[src/rtl/hh_pkg.sv]
// Shared Q8.8 types, Hodgkin-Huxley default constants, op indices and
// saturating add/sub helpers for the step sequencer.
package hh_pkg;

  localparam int FRAC_BITS = 8;

  typedef logic signed [15:0] q8_8_t;

  localparam q8_8_t SAT_MAX = 16'sh7FFF;
  localparam q8_8_t SAT_MIN = 16'sh8000;

  localparam q8_8_t HH_G_NA     = 16'sh7800;
  localparam q8_8_t HH_G_K      = 16'sh2400;
  localparam q8_8_t HH_G_L      = 16'sh004D;
  localparam q8_8_t HH_E_NA     = 16'sh3200;
  localparam q8_8_t HH_E_K      = 16'shB300;
  localparam q8_8_t HH_E_L      = 16'shC99A;
  localparam q8_8_t HH_DT_OVER_C = 16'sh0003;

  typedef enum logic [3:0] {
    OP_NONE = 4'd0,
    OP_M2   = 4'd1,
    OP_M3   = 4'd2,
    OP_GNA  = 4'd3,
    OP_GH   = 4'd4,
    OP_INA  = 4'd5,
    OP_N2   = 4'd6,
    OP_N4   = 4'd7,
    OP_GK   = 4'd8,
    OP_IK   = 4'd9,
    OP_IL   = 4'd10,
    OP_DV   = 4'd11
  } op_e;

  // Overflow shows up as the two top bits of the 17-bit result disagreeing.
  function automatic q8_8_t sat_add(input q8_8_t a, input q8_8_t b);
    logic [16:0] s;
    s = {a[15], a} + {b[15], b};
    if (s[16] != s[15]) return s[16] ? SAT_MIN : SAT_MAX;
    return s[15:0];
  endfunction

  function automatic q8_8_t sat_sub(input q8_8_t a, input q8_8_t b);
    logic [16:0] s;
    s = {a[15], a} - {b[15], b};
    if (s[16] != s[15]) return s[16] ? SAT_MIN : SAT_MAX;
    return s[15:0];
  endfunction

endpackage

[src/rtl/hh_fxp_mul.sv]
// Pipelined signed Q8.8 multiplier: full product, floor shift by FRAC_BITS,
// saturate to 16 bits; result appears MUL_LAT cycles after the operands.
module hh_fxp_mul
  import hh_pkg::*;
#(
  parameter int MUL_LAT = 2
) (
  input  logic  clk,
  input  logic  rst,
  input  q8_8_t a,
  input  q8_8_t b,
  output q8_8_t p
);

  logic signed [31:0] prod;
  logic signed [31:0] shifted;
  q8_8_t              sat_p;
  q8_8_t              pipe [MUL_LAT];

  // The shifted value fits in 16 bits only when bits 31..15 are all equal.
  always_comb begin
    prod    = $signed({{16{a[15]}}, a}) * $signed({{16{b[15]}}, b});
    shifted = prod >>> FRAC_BITS;
    if ((&shifted[31:15]) || ~(|shifted[31:15])) sat_p = shifted[15:0];
    else                                          sat_p = shifted[31] ? SAT_MIN : SAT_MAX;
  end

  always_ff @(posedge clk or negedge rst) begin
    if (!rst) begin
      for (int i = 0; i < MUL_LAT; i++) pipe[i] <= '0;
    end else begin
      pipe[0] <= sat_p;
      for (int i = 1; i < MUL_LAT; i++) pipe[i] <= pipe[i-1];
    end
  end

  assign p = pipe[MUL_LAT-1];

endmodule

[src/rtl/hh_step_sequencer.sv]
// Sequences one Hodgkin-Huxley integration step (Na, K, leak currents and
// membrane update) through a single shared pipelined Q8.8 multiplier.
module hh_step_sequencer
  import hh_pkg::*;
#(
  parameter int    MUL_LAT   = 2,
  parameter q8_8_t G_NA      = HH_G_NA,
  parameter q8_8_t G_K       = HH_G_K,
  parameter q8_8_t G_L       = HH_G_L,
  parameter q8_8_t E_NA      = HH_E_NA,
  parameter q8_8_t E_K       = HH_E_K,
  parameter q8_8_t E_L       = HH_E_L,
  parameter q8_8_t DT_OVER_C = HH_DT_OVER_C
) (
  input  logic        clk,
  input  logic        rst,
  input  logic        start,
  input  logic [15:0] v_in,
  input  logic [15:0] m_in,
  input  logic [15:0] h_in,
  input  logic [15:0] n_in,
  input  logic [15:0] i_ext,
  output logic        busy,
  output logic        done,
  output logic [15:0] v_out,
  output logic [15:0] i_na,
  output logic [15:0] i_k,
  output logic [15:0] i_l
);

  localparam int PW = $clog2(MUL_LAT + 1);
  localparam logic [PW-1:0] LAST_PHASE = PW'(MUL_LAT);

  typedef enum logic [1:0] {
    ST_IDLE,
    ST_LOAD,
    ST_OP,
    ST_FINAL
  } state_e;

  state_e        state_q, state_d;
  op_e           op_q, op_d;
  logic [PW-1:0] phase_q, phase_d;
  logic          result_strobe;

  q8_8_t v_q, m_q, h_q, n_q, iext_q;
  q8_8_t dna_q, dk_q, dl_q;
  q8_8_t m2_q, m3_q, ga_q, gb_q, ina_q;
  q8_8_t n2_q, n4_q, gc_q, ik_q, il_q, dv_q;
  q8_8_t acc;
  q8_8_t mul_a, mul_b, mul_p;

  always_ff @(posedge clk or negedge rst) begin
    if (!rst) begin
      state_q <= ST_IDLE;
      op_q    <= OP_NONE;
      phase_q <= '0;
    end else begin
      state_q <= state_d;
      op_q    <= op_d;
      phase_q <= phase_d;
    end
  end

  // Each op is one issue cycle followed by MUL_LAT wait cycles (phase counter).
  always_comb begin
    state_d = state_q;
    op_d    = op_q;
    phase_d = phase_q;
    case (state_q)
      ST_IDLE: begin
        if (start) state_d = ST_LOAD;
      end
      ST_LOAD: begin
        state_d = ST_OP;
        op_d    = OP_M2;
        phase_d = '0;
      end
      ST_OP: begin
        if (phase_q == LAST_PHASE) begin
          phase_d = '0;
          if (op_q == OP_DV) begin
            state_d = ST_FINAL;
            op_d    = OP_NONE;
          end else begin
            op_d = op_e'(op_q + 4'd1);
          end
        end else begin
          phase_d = phase_q + PW'(1);
        end
      end
      ST_FINAL: begin
        state_d = ST_IDLE;
      end
      default: begin
        state_d = ST_IDLE;
      end
    endcase
  end

  assign result_strobe = (state_q == ST_OP) && (phase_q == LAST_PHASE);
  assign busy          = (state_q != ST_IDLE);

  // Membrane drive, built from the three currents in a fixed saturating order.
  always_comb begin
    acc = sat_sub(iext_q, ina_q);
    acc = sat_sub(acc, ik_q);
    acc = sat_sub(acc, il_q);
  end

  always_comb begin
    mul_a = '0;
    mul_b = '0;
    case (op_q)
      OP_M2:   begin mul_a = m_q;       mul_b = m_q;   end
      OP_M3:   begin mul_a = m2_q;      mul_b = m_q;   end
      OP_GNA:  begin mul_a = G_NA;      mul_b = m3_q;  end
      OP_GH:   begin mul_a = ga_q;      mul_b = h_q;   end
      OP_INA:  begin mul_a = gb_q;      mul_b = dna_q; end
      OP_N2:   begin mul_a = n_q;       mul_b = n_q;   end
      OP_N4:   begin mul_a = n2_q;      mul_b = n2_q;  end
      OP_GK:   begin mul_a = G_K;       mul_b = n4_q;  end
      OP_IK:   begin mul_a = gc_q;      mul_b = dk_q;  end
      OP_IL:   begin mul_a = G_L;       mul_b = dl_q;  end
      OP_DV:   begin mul_a = DT_OVER_C; mul_b = acc;   end
      default: begin mul_a = '0;        mul_b = '0;    end
    endcase
  end

  hh_fxp_mul #(
    .MUL_LAT(MUL_LAT)
  ) u_mul (
    .clk(clk),
    .rst(rst),
    .a  (mul_a),
    .b  (mul_b),
    .p  (mul_p)
  );

  always_ff @(posedge clk or negedge rst) begin
    if (!rst) begin
      v_q    <= '0; m_q   <= '0; h_q  <= '0; n_q  <= '0; iext_q <= '0;
      dna_q  <= '0; dk_q  <= '0; dl_q <= '0;
      m2_q   <= '0; m3_q  <= '0; ga_q <= '0; gb_q <= '0; ina_q  <= '0;
      n2_q   <= '0; n4_q  <= '0; gc_q <= '0; ik_q <= '0; il_q   <= '0;
      dv_q   <= '0;
      v_out  <= '0;
      i_na   <= '0;
      i_k    <= '0;
      i_l    <= '0;
      done   <= 1'b0;
    end else begin
      done <= (state_q == ST_FINAL);

      if (state_q == ST_LOAD) begin
        v_q    <= v_in;
        m_q    <= m_in;
        h_q    <= h_in;
        n_q    <= n_in;
        iext_q <= i_ext;
        dna_q  <= sat_sub(v_in, E_NA);
        dk_q   <= sat_sub(v_in, E_K);
        dl_q   <= sat_sub(v_in, E_L);
      end

      if (result_strobe) begin
        case (op_q)
          OP_M2:   m2_q  <= mul_p;
          OP_M3:   m3_q  <= mul_p;
          OP_GNA:  ga_q  <= mul_p;
          OP_GH:   gb_q  <= mul_p;
          OP_INA:  ina_q <= mul_p;
          OP_N2:   n2_q  <= mul_p;
          OP_N4:   n4_q  <= mul_p;
          OP_GK:   gc_q  <= mul_p;
          OP_IK:   ik_q  <= mul_p;
          OP_IL:   il_q  <= mul_p;
          OP_DV:   dv_q  <= mul_p;
          default: ;
        endcase
      end

      if (state_q == ST_FINAL) begin
        v_out <= sat_add(v_q, dv_q);
        i_na  <= ina_q;
        i_k   <= ik_q;
        i_l   <= il_q;
      end
    end
  end

endmodule

[config.mk]
export PLATFORM = sky130hd
export DESIGN_NAME = hh_step_sequencer
export DESIGN_NICKNAME = d
export VERILOG_FILES = /design/src/rtl/hh_pkg.sv /design/src/rtl/hh_fxp_mul.sv /design/src/rtl/hh_step_sequencer.sv
export SDC_FILE = /design/constraint.sdc
export NUM_CORES = 2
export LEC_CHECK = 0
export CAP_MARGIN = 20
export CORE_AREA = 2 2 300 302
export DETAILED_ROUTE_END_ITERATION = 7
export DIE_AREA = 0 0 302 304
export PLACE_DENSITY = 0.5
export SYNTH_ARGS = -nofsm -noshare
export SYNTH_HDL_FRONTEND = slang
export SYNTH_SLANG_ARGS = --single-unit
export TNS_END_PERCENT = 1
[constraint.sdc]
create_clock -name clk -period 31.2 [get_ports clk]
set_input_delay 3.12 -clock clk [delete_from_list [all_inputs] [get_ports clk]]
set_output_delay 3.12 -clock clk [all_outputs]
set_load 0.05 [all_outputs]
==> metrics.yaml <==
sta:
  rsz0062_at_grt: "false"
  finalCritPeriodShare_pct: 60.38
  fin_setup_tns_ns: 0
  finClkSkew_ns: 0.01389
  min_period_ns: 18.84
  finalHoldViolCount: 0
  timing.fmax_mhz: 53.09
  relSlewSlack_pct: 21.23
  finalSetupViolCount: 0
  worst_pin_slew_ns: 1.182
  maxSlewViolCount: 0
final_layout:
  areaGrowthSynthToFinish_pct: 13.20
  nNetsFinal: 3637
  layout_commonest_cell: "inv_1"
  drive_gt1_share_pct: 13.34
  instances_no_fill: 4333
  n_fill_cell: 8983
  layout_common_cells: "411 x inv_1, 409 x dfrtp_1, 266 x fa_1"
synthesis:
  ys_seq_area_share_pct: 33.34
  synth.distinct_cells: 83
  postSynthAreaPerCell_um2: 10.04
  ys_ff_latch: 409
  synth_area_um2: 30700
  synthesis.nets: 3570
  synth_edf_count: 0
  yosys_warnings: 0
  synthCells: 3058
  synthFlopType: "dfrtp_1"
  synthArstFlopShare_pct: 100.0
global_route:
  antenna_found_initial: 4
  grt_pass1_vias: 23150
  grt_use_total_pct: 21.24
  grt_overflow: 0
  grt_max_degree: 96
  grt_pass1_wl_um: 147400
worst_setup_path:
  path_depth: 72
  crit_required_ns: 31.69
  ff2ff_path_depth: 72
  endpoint_kind: "flip-flop"
  critPathBufInv: 7
  worstSetupPathType: "flip-flop to flip-flop"
  cp_max_fo: 17
  cp_slowest_cell: "a211oi_2"
  start_kind: "flip-flop"
  crit_top_cell: "fa_1"
  crit_path_max_incr_delay_ns: 0.87
  critPathArrivalTime_ns: 19.33
  cp_top_family: "compound AO/OA/AOI/OAI gates"
clock_network:
  clk_pin_slew_ns: 0.06
  cts_tree: "yes"
  htreeDepth: 2
  ctsLongestPathBuffers: 3
  cts-hold-fix-buffers: 0
  cts_made_buffers: 43
  cts_setup_buffers: 0
  clock_sinks: 409
  root_buffer: "clkbuf_16"
  clk_latency_ns: 0.56
  ctsResizeCount: 0
floorplanning:
  rows: 110
  fp.dieArea_um2: 91810
  core_um2: 89050
  start_util_pct: 34.48
  die_h_um: 304
  die_w_um: 302
  pin_count: 149
placed_design:
  portBuffers: 148
  place_inst: 4255
  gp_congestion: 0.9043
  dp_hpwl_um: 73680
routing:
  num_vias: 22290
  drt_iter0_drc: 1603
  drc: 0
  wire_per_inst_um: 22.20
  wl_um: 96180
  vias_per_cell: 5.145
  ant_nets: 0
  drtPass1Iterations: 5
worst_hold_path:
  hold_path_depth: 0
  hp-class: "flip-flop to flip-flop"
run:
  max-cap-violations: 0
status:
  outcome: "finished clean"
-- logic make-up (layout without fill, tap and decap cells) --
kind of cell | after synthesis | after routing | share of synthesized area, %
flip-flops | 409 | 409 | 33.34
AO/OA/AOI/OAI | 554 | 554 | 12.23
other | 0 | 1 | 0
adder cells (fa/ha/maj) | 429 | 429 | 23.99
buffers and inverters | 577 | 675 | 7.185
multiplexers | 263 | 263 | 9.638
XOR/XNOR | 91 | 91 | 2.596
AND/OR/NAND/NOR | 735 | 735 | 11.03
-- stage by stage --
| step | setup WS [ns] | util (%) | hold WS [ns] | area, um^2 |
|---|---|---|---|---|
| 3_3_place_gp | 12.94 | 37.43 | 0.3350 | 33330 |
| 6_report | 12.36 | 39.03 | 0.3517 | 34760 |
| 5_1_grt | 10.87 | 39.03 | 0.3620 | 34750 |
| 2_1_floorplan | 15.23 | - | 0.3312 | 30700 |
| 3_5_place_dp | 12.69 | 37.44 | 0.3404 | 33340 |
| 4_1_cts | 12.56 | 39.02 | 0.3545 | 34750 |
-- layer usage --
metal | track usage (%) | routed length (um) | up-vias
li1 | - | - | 10280
met1 | 30.48 | 44220 | 11310
met2 | 33.42 | 43930 | 605
met3 | 4.134 | 6129 | 96
met4 | 4.018 | 1886 | 2
met5 | 0 | 14 | -
-- layout make-up --
cell class | instances | area [um^2] | share of cell area, %
multi-input combinational | 2072 | 18310 | 52.68
sequential | 409 | 10230 | 29.45
timing repair buffer | 188 | 1790 | 5.152
inverter | 411 | 1543 | 4.439
tap | 1176 | 1471 | 4.234
clock buffer | 60 | 1201 | 3.456
clock inverter | 16 | 203.9 | 0.5868
antenna | 1 | 2.502 | 0.007200
-- path summary, 6_finish.rpt --
kind / startpoint / endpoint / slack (ns)
min: u_mul.pipe[28] / u_mul.p[12] / 0.35
min reg2reg: u_mul.pipe[28] / u_mul.p[12] / 0.35
max reg2reg: iext_q[0] / u_mul.pipe[29] / 12.36
max in group asynchronous: rst / v_out[14] / 26.42
max: iext_q[0] / u_mul.pipe[29] / 12.36
min in group asynchronous: rst / n2_q[8] / 2.59
-- synth_stat cells, drive strengths merged (5+ instances only) --
cell | count | share of area (%)
inv | 411 | 5.0
dfrtp | 409 | 33
fa | 266 | 17
mux2 | 261 | 9.6
nand2 | 242 | 3.0
nor2 | 227 | 2.8
ha | 163 | 6.6
clkbuf | 147 | 1.8
o21ai | 136 | 2.3
a21oi | 123 | 2.0
xnor2 | 53 | 1.5
a21o | 49 | 1.2
nand2b | 48 | 0.98
a22oi | 40 | 0.98
nand3 | 39 | 0.64
xor2 | 38 | 1.1
and3 | 35 | 0.72
and2 | 32 | 0.66
or2 | 31 | 0.63
a22o | 29 | 0.83
nor3 | 25 | 0.41
nor2b | 20 | 0.41
o211ai | 20 | 0.57
a221oi | 19 | 0.56
buf | 19 | 0.36
o22ai | 17 | 0.35
o21a | 16 | 0.42
nand4 | 14 | 0.29
a211oi | 11 | 0.30
a21boi | 11 | 0.27
a31oi | 11 | 0.22
a2111oi | 10 | 0.29
o21bai | 9 | 0.22
or3 | 8 | 0.16
a222oi | 7 | 0.23
a221o | 6 | 0.20
o31ai | 5 | 0.12
o41ai | 5 | 0.23
Power is left out: the tool's default activity adds up to more than one toggle a clock period on the data nets, which glitch-free logic cannot reach.
